==> src/rtl/nibbler_fetch_unit.sv <==
// nibbler_fetch_unit: fetch stage for the Nibbler 4-bit CPU.
// Owns the 12-bit PC, addresses the combinational program ROM, latches one
// or two instruction bytes and presents decoded fields to control.
// Optional feature macro: PC_WRAP_FLAG_EN adds a sticky pc_wrap output.
//
// Handshake: en is the single advance qualifier. Every register update
// happens on a rising clk edge with en=1; with en=0 everything holds.
// instr_valid is high in EXEC only while en=1, so control sees exactly one
// en-qualified cycle per instruction and may consume it on that edge.
module nibbler_fetch_unit #(
   parameter logic [11:0] RESET_VECTOR = 12'h000,
   parameter logic [15:0] LONG_OP_MASK = 16'h000F
) (
   input  logic        clk,
   input  logic        reset,
   input  logic        en,
   input  logic [7:0]  rom_data,
   input  logic        branch_take,
   output logic [11:0] pc_addr,
   output logic [3:0]  opcode,
   output logic [3:0]  operand,
   output logic [11:0] jump_addr,
   output logic        instr_valid,
   output logic        is_long,
`ifdef PC_WRAP_FLAG_EN
   output logic        pc_wrap,
`endif
   output logic [1:0]  dbg_state
);

   typedef enum logic [1:0] {
      FETCH1 = 2'd0,
      FETCH2 = 2'd1,
      EXEC   = 2'd2
   } state_t;

   state_t      r_state;
   logic [11:0] r_pc;
   logic [7:0]  r_instr;
   logic [7:0]  r_low_byte;
   logic        r_is_long;

   state_t      w_next_state;
   logic [11:0] w_next_pc;
   logic [11:0] w_pc_inc;
   logic        w_wrap_inc;
   logic [11:0] w_jump_addr;

   // Long-ness is captured with the opcode byte so a cleared instruction
   // register (opcode 0) never reports itself as a 2-byte instruction.
   assign w_pc_inc    = r_pc + 12'd1;
   assign w_jump_addr = r_is_long ? {r_instr[3:0], r_low_byte} : 12'h000;

   // Next-state and next-PC selection; defaults hold the current values.
   always_comb begin
      w_next_state = r_state;
      w_next_pc    = r_pc;
      w_wrap_inc   = 1'b0;
      case (r_state)
         FETCH1: begin
            w_next_pc    = w_pc_inc;
            w_wrap_inc   = (r_pc == 12'hFFF);
            w_next_state = LONG_OP_MASK[rom_data[7:4]] ? FETCH2 : EXEC;
         end
         FETCH2: begin
            w_next_pc    = w_pc_inc;
            w_wrap_inc   = (r_pc == 12'hFFF);
            w_next_state = EXEC;
         end
         EXEC: begin
            if (r_is_long && branch_take) begin
               w_next_pc = w_jump_addr;
            end
            w_next_state = FETCH1;
         end
         default: begin
            w_next_state = FETCH1;
         end
      endcase
   end

   // State, PC and instruction byte registers; frozen while en is low.
   always_ff @(posedge clk or posedge reset) begin
      if (reset) begin
         r_state    <= FETCH1;
         r_pc       <= RESET_VECTOR;
         r_instr    <= 8'h00;
         r_low_byte <= 8'h00;
         r_is_long  <= 1'b0;
      end else if (en) begin
         r_state <= w_next_state;
         r_pc    <= w_next_pc;
         if (r_state == FETCH1) begin
            r_instr   <= rom_data;
            r_is_long <= LONG_OP_MASK[rom_data[7:4]];
         end
         if (r_state == FETCH2) begin
            r_low_byte <= rom_data;
         end
      end
   end

`ifdef PC_WRAP_FLAG_EN
   logic r_pc_wrap;

   // Sticky flag: set only by sequential increment past 12'hFFF, never by a branch.
   always_ff @(posedge clk or posedge reset) begin
      if (reset) begin
         r_pc_wrap <= 1'b0;
      end else if (en && w_wrap_inc) begin
         r_pc_wrap <= 1'b1;
      end
   end

   assign pc_wrap = r_pc_wrap;
`else
   logic w_unused_wrap;
   assign w_unused_wrap = w_wrap_inc;
`endif

   assign pc_addr     = r_pc;
   assign opcode      = r_instr[7:4];
   assign operand     = r_instr[3:0];
   assign jump_addr   = w_jump_addr;
   assign is_long     = r_is_long;
   assign instr_valid = (r_state == EXEC) && en;
   assign dbg_state   = r_state;

endmodule
==> config.mk <==
export PLATFORM = sky130hd
export DESIGN_NAME = nibbler_fetch_unit
export DESIGN_NICKNAME = d
export VERILOG_FILES = /design/src/rtl/nibbler_fetch_unit.sv
export SDC_FILE = /design/constraint.sdc
export NUM_CORES = 1
export LEC_CHECK = 0
export ABC_AREA = 1
export CORE_ASPECT_RATIO = 1.4
export CORE_MARGIN = 2
export CORE_UTILIZATION = 42
export CTS_CLUSTER_DIAMETER = 200
export CTS_CLUSTER_SIZE = 24
export DETAILED_ROUTE_END_ITERATION = 10
export GPL_TIMING_DRIVEN = 0
export MAX_ROUTING_LAYER = met4
export PLACE_DENSITY = 0.75
export SYNTH_ARGS = -nofsm -noshare
export SYNTH_HDL_FRONTEND = slang
export SYNTH_SLANG_ARGS = --single-unit
==> constraint.sdc <==
create_clock -name clk -period 1.1 [get_ports clk]
set_input_delay 0.33 -clock clk [delete_from_list [all_inputs] [get_ports clk]]
set_output_delay 0.33 -clock clk [all_outputs]
set_load 0.01 [all_outputs]
==> results of run 1 <==
## final cells by class
type | count | area [um2] | area share, %
Buffer | 6 | 78.8 | 2.69
Clock buffer | 6 | 72.6 | 2.48
Clock inverter | 2 | 12.5 | 0.427
Inverter | 38 | 159 | 5.43
Multi-Input combinational cell | 150 | 936 | 32.0
Sequential cell | 31 | 781 | 26.7
Tap cell | 43 | 53.8 | 1.84
Timing Repair Buffer | 95 | 836 | 28.5
## metal layers
metal / share of wire [%] / vias up
li1: - / 914
met1: 35 / 952
met2: 56 / 84
met3: 4.3 / 33
met4: 4.9 / 0
met5: 0 / -
## worst max path at each step
stage                       startpoint      endpoint  cells after the start
after floorplan             pc_addr[1]    pc_addr[6]                      8
after global placement              en   instr_valid                      4
after detailed placement            en   instr_valid                      4
after CTS                      is_long  jump_addr[1]                      5
after global routing      dbg_state[0]   instr_valid                      5
final                          is_long    pc_addr[4]                      8
## flip-flops by register name, indices dropped and copies added, names as in the netlist
signal,cells
pc_addr,12
r_instr,8
r_low_byte,8
is_long,1
dbg_state,2
## worst reg2reg max path: stages, from the launching register on
cell and delay [ps]:
dfrtp_2 430, buf_6 150, buf_6 100, nand4_1 90, nand2_2 180, inv_4 70, buf_6 140, a21oi_2 130
a21oi_1 80
## timing repair
item,CTS,global route
pin swaps,5,12
endpoints found under the setup margin,98,67
setup buffers,24,20
hold endpoints to repair,0,0
resized for setup,212,52
gates cloned,6,1
hold buffers,0,0
## cell families (layout without fill, tap and decap cells)
family	after synthesis	in the layout	synth area share, %
buffers and inverters	44	147	11.1
AOI/OAI and AO/OA	38	38	13.9
xor gates and xnor gates	1	1	0.527
adders and majority gates	1	1	0.753
and+or+nand+nor	108	110	27.0
DFF	31	31	46.7
## where the power goes
group	switching [mW]	internal, mW
clock network	0.438	0.442
logic	1.94	1.78
registers	0.460	1.62
total	2.84	3.84
## cells in the mapped netlist, drive strengths merged
master,number
dfrtp,31
nor2,14
o21ai,25
a21oi,8
o22ai,1
inv,38
xor2,1
nand2,76
buf,6
o21bai,1
nand3,13
o211ai,2
nand3b,2
ha,1
nand4,3
a31oi,1
## through the flow
step / setup WS [ps] / area (um2) / setup TNS (ps) / std cells
after floorplan: -79.4 / 1730 / -573 / 223
after global placement: -884 / 2250 / -45410 / 313
after detailed placement: -882 / 2250 / -46220 / 313
after CTS: -443 / 2640 / -10650 / 351
after global routing: -443 / 2930 / -15510 / 371
final: -381 / 2930 / -12730 / 371
==> metrics.txt, run 1 <==
Synth area leader=dfrtp_1; Mapped Cells=223; Worst setup EP type=register; row cnt=27; Syn Area/Cell=7.45 um2; drt initial violations=92; failing checks=negative setup slack; DRC viols=0; fill count=255; final setup fails=67; DR vias=1983; Syn Std Cell Area=1660 um2; CTS tree=built; Crit path largest cell delay=430 ps; PortBufs=47; IO Count=48; RR Endpoint=pc_addr[4]; clk slew on worst S/H paths=70 ps; CP Data Arrival Time=1640 ps; cells on worst reg2reg path=8; Final #Nets=340; r2r startpoint=is_long; CP Launch Type=register; Max Freq=675 MHz; max_slew headroom=53.8%; CORE AREA=3850 um2; hold violation total from the final report=0; VDD IR max=1.77 mV; DIE WIDTH=57.2 um; GPL Wtd Cong=0.888; GRT Total Usage=26.1%; dpl hpwl=2990 um; most frequent cell on the critical path=buf_6; clock skew=9.02 ps; Syn Nets=236; WP buf/inv=4; Critical Path, Cell by Cell=buf_6 -> buf_6 -> nand4_1 -> nand2_2 -> inv_4 -> buf_6 -> a21oi_2 -> a21oi_1; CTS root buffer=clkbuf_8; first-pass GRT wire length=8650 um; Top Usage Layer GRT=met2; synthesis-to-layout area growth=76.3%; commonest non-fill, non-tap cell in the layout=nand2_1; crit share post-route=135%; count of cell types in the netlist=23; Top delay family on crit path=buffers and inverters; clock tree buffer depth=2; initial core utilization=43.1%; layout cells sized above 1=54.3%; met2 Use GR=46.9%; DR pass1 iterations=4; Tightest Hold Check Type=in2async; number of antenna diodes=0; initial antenna violation count=0; flops & latches, synth=31; r2r setup slk=-380 ps; Power Density=2280 nW/um2; vias in the first global route=1853; M1 GR Usage=26.8%; RSZ-0062 raised after global routing=true; Util after Layout=76.1%; final wirelength=6440 um; number of max-cap violations=0; P_leak=1.57 nW; Pwr Total=6.68 mW; Max FO, Critical Path=5; YS warnings=0; setup ws final=-381 ps; H-tree levels=2; Slew Limit Fails=0; via/cell ratio=5.35; Die Ht=78.4 um; Hold Worst Slack=497 ps; Crit Path Class=reg2reg; Synth top area share=46.7%; CP required=1260 ps; Synth area leaders=dfrtp_1 47%, nand2_1 17%, inv_1 7.9%; per-cell routed wire length=17.4 um; Seq/Total Area, Yosys=46.7%; Clock Latency Late Sink=290 ps; slowest CP cell=dfrtp_2; area of the die=4480 um2; met3 usage=5.44%; most frequent cells in the layout=46 x nand2_1, 35 x buf_4, 32 x buf_6; Final ANT Viol Nets=0; crit path time final=1480 ps; Sink Count=31; Congestion Overflow GR=0; Tightest Pin Transition=691 ps; pin count of the biggest net entering global routing=32; TritonCTS buffer count=5; status=finished, violations left
Note: power is estimated with default switching activity, not from simulation.
==> inputs of run 2 (changes only) <==
--- a/config.mk
+++ b/config.mk
@@ -14,7 +14,7 @@
 export DETAILED_ROUTE_END_ITERATION = 10
 export GPL_TIMING_DRIVEN = 0
 export MAX_ROUTING_LAYER = met4
-export PLACE_DENSITY = 0.75
+export PLACE_DENSITY = 0.86
 export SYNTH_ARGS = -nofsm -noshare
 export SYNTH_HDL_FRONTEND = slang
 export SYNTH_SLANG_ARGS = --single-unit
==> metrics.txt, run 2 (synthesis results as in run 1) <==
pre-CTS worst setup slack=-897 ps (-15.2 ps); Power Density=2410 nW/um2 (+5.6%); initial core utilization=43.1% (unchanged); via/cell ratio=5.74 (+7.4%); dpl cells=313 (unchanged); r2r setup slk=-360 ps (+20 ps); status=finished, violations left; final setup fails=66 (-1.5%); Max Freq=664 MHz (-1.7%); TritonCTS buffer count=5 (unchanged); Max FO, Critical Path=5 (unchanged); H-tree levels=2 (unchanged); PortBufs=47 (unchanged); setup ws final=-406 ps (-25.2 ps); final setup TNS=-13850 ps (-1130 ps); DR pass1 iterations=7 (+3); Tightest Hold Check Type=in2async; final wirelength=7400 um (+15%); final instance area=3180 um2 (+8.5%); hold violation total from the final report=0 (unchanged); synthesis-to-layout area growth=91.3%; CP Data Arrival Time=1180 ps (-460 ps); drt initial violations=137 (+49%); initial antenna violation count=1 (+1); failing checks=negative setup slack; clk slew on worst S/H paths=70 ps (about the same); r2r startpoint=is_long; Congestion Overflow GR=0 (unchanged); P_leak=1.67 nW (+6.4%); Crit Path Class=reg2out; CTS tree=built; crit path time final=1510 ps (+25.2 ps); max_slew headroom=54.0% (+0.19 points); layout cells sized above 1=61.6% (+7.3 points); DRC viols=0 (unchanged); IO Count=48 (unchanged); Util after Layout=82.5% (+6.5 points); dpl hpwl=3020 um (+0.99%); commonest non-fill, non-tap cell in the layout=nand2_1; CP Launch Type=register; GRT Total Usage=31.2% (+5.1 points); Slew Limit Fails=0 (unchanged); area of the die=4480 um2 (unchanged); Tightest Pin Transition=688 ps (-2.87 ps); Die Ht=78.4 um (unchanged); RSZ-0062 raised after global routing=true; Pwr Total=7.66 mW (+15%); CTS root buffer=clkbuf_8; VDD IR max=1.89 mV (+6.8%); Final ANT Viol Nets=0 (unchanged); clock tree buffer depth=2 (unchanged); clock skew=4.93 ps (-4.10 ps); Hold Worst Slack=465 ps (-32.1 ps); pin count of the biggest net entering global routing=32 (unchanged); max reg flops=12 (unchanged); DR vias=2164 (+9.1%); vias in the first global route=2163 (+17%); Area after DPL=2250 um2 (unchanged); number of max-cap violations=0 (unchanged); RR Endpoint=pc_addr[4]; DIE WIDTH=57.2 um (unchanged); cells on worst reg2reg path=7 (-1); Worst setup EP type=output port; per-cell routed wire length=19.6 um (+13%); CORE AREA=3850 um2 (unchanged); Clock Latency Late Sink=310 ps (+20 ps); post-route insts no fill=377 (+1.6%); Sink Count=31 (unchanged); first-pass GRT wire length=10300 um (+20%); Final #Nets=345 (+1.5%); most frequent cells in the layout=40 x nand2_1, 37 x buf_4, 36 x buf_6; CP required=770 ps (-490 ps); crit share post-route=137% (+2.3 points); GPL Wtd Cong=0.866 (-2.4%); row cnt=27 (unchanged)
## run 2: layout make-up
class | instances | area, um2
diodes | 1 | 2.50
flip-flops and latches | 31 | 782
clock buffers | 6 | 82.6
plain buffers | 6 | 78.8
repair buffers | 100 | 901
multi-input cells | 150 | 1080
inverters | 38 | 161
fillers | 193 | 673
well taps | 43 | 53.8
clock inverters | 2 | 35.0
## run 2: metal layers
layer	track usage, %	wire, um	vias to the layer above
met1	29.6	2420	1034
met5	-	0	-
met3	6.75	617	48
li1	-	-	924
met2	54.1	3920	158
met4	22.8	446	0
## run 2: timing repair
item                                    in CTS  in global routing
cloned                                       7                  0
hold buffers                                 0                  0
buffers inserted                            30                 22
resized for setup                          243                 68
pin swaps                                   10                 14
endpoints found under the setup margin      98                 67
## run 2: critical path, stage by stage, from the launching register on
cell     delay (ps)
dfrtp_2         450
buf_8           160
nand2_2          80
inv_1            40
buf_2           130
## run 2: worst max path at each step
stage	startpoint	to	slack, ps	cells past startpoint
after floorplan	pc_addr[1]	pc_addr[6]	-80	8
after detailed placement	en	instr_valid	-900	4
after global routing	is_long	pc_addr[7]	-450	7
final	is_long	jump_addr[10]	-410	4
after CTS	is_long	jump_addr[10]	-430	4
after global placement	en	instr_valid	-880	4
## run 2: where the power goes
part,internal (mW),switching (mW),total [mW],leakage (nW)
Clock,0.733,0.496,1.23,0.0612
Sequential,1.61,0.458,2.07,0.379
Combinational,2.01,2.34,4.36,1.23
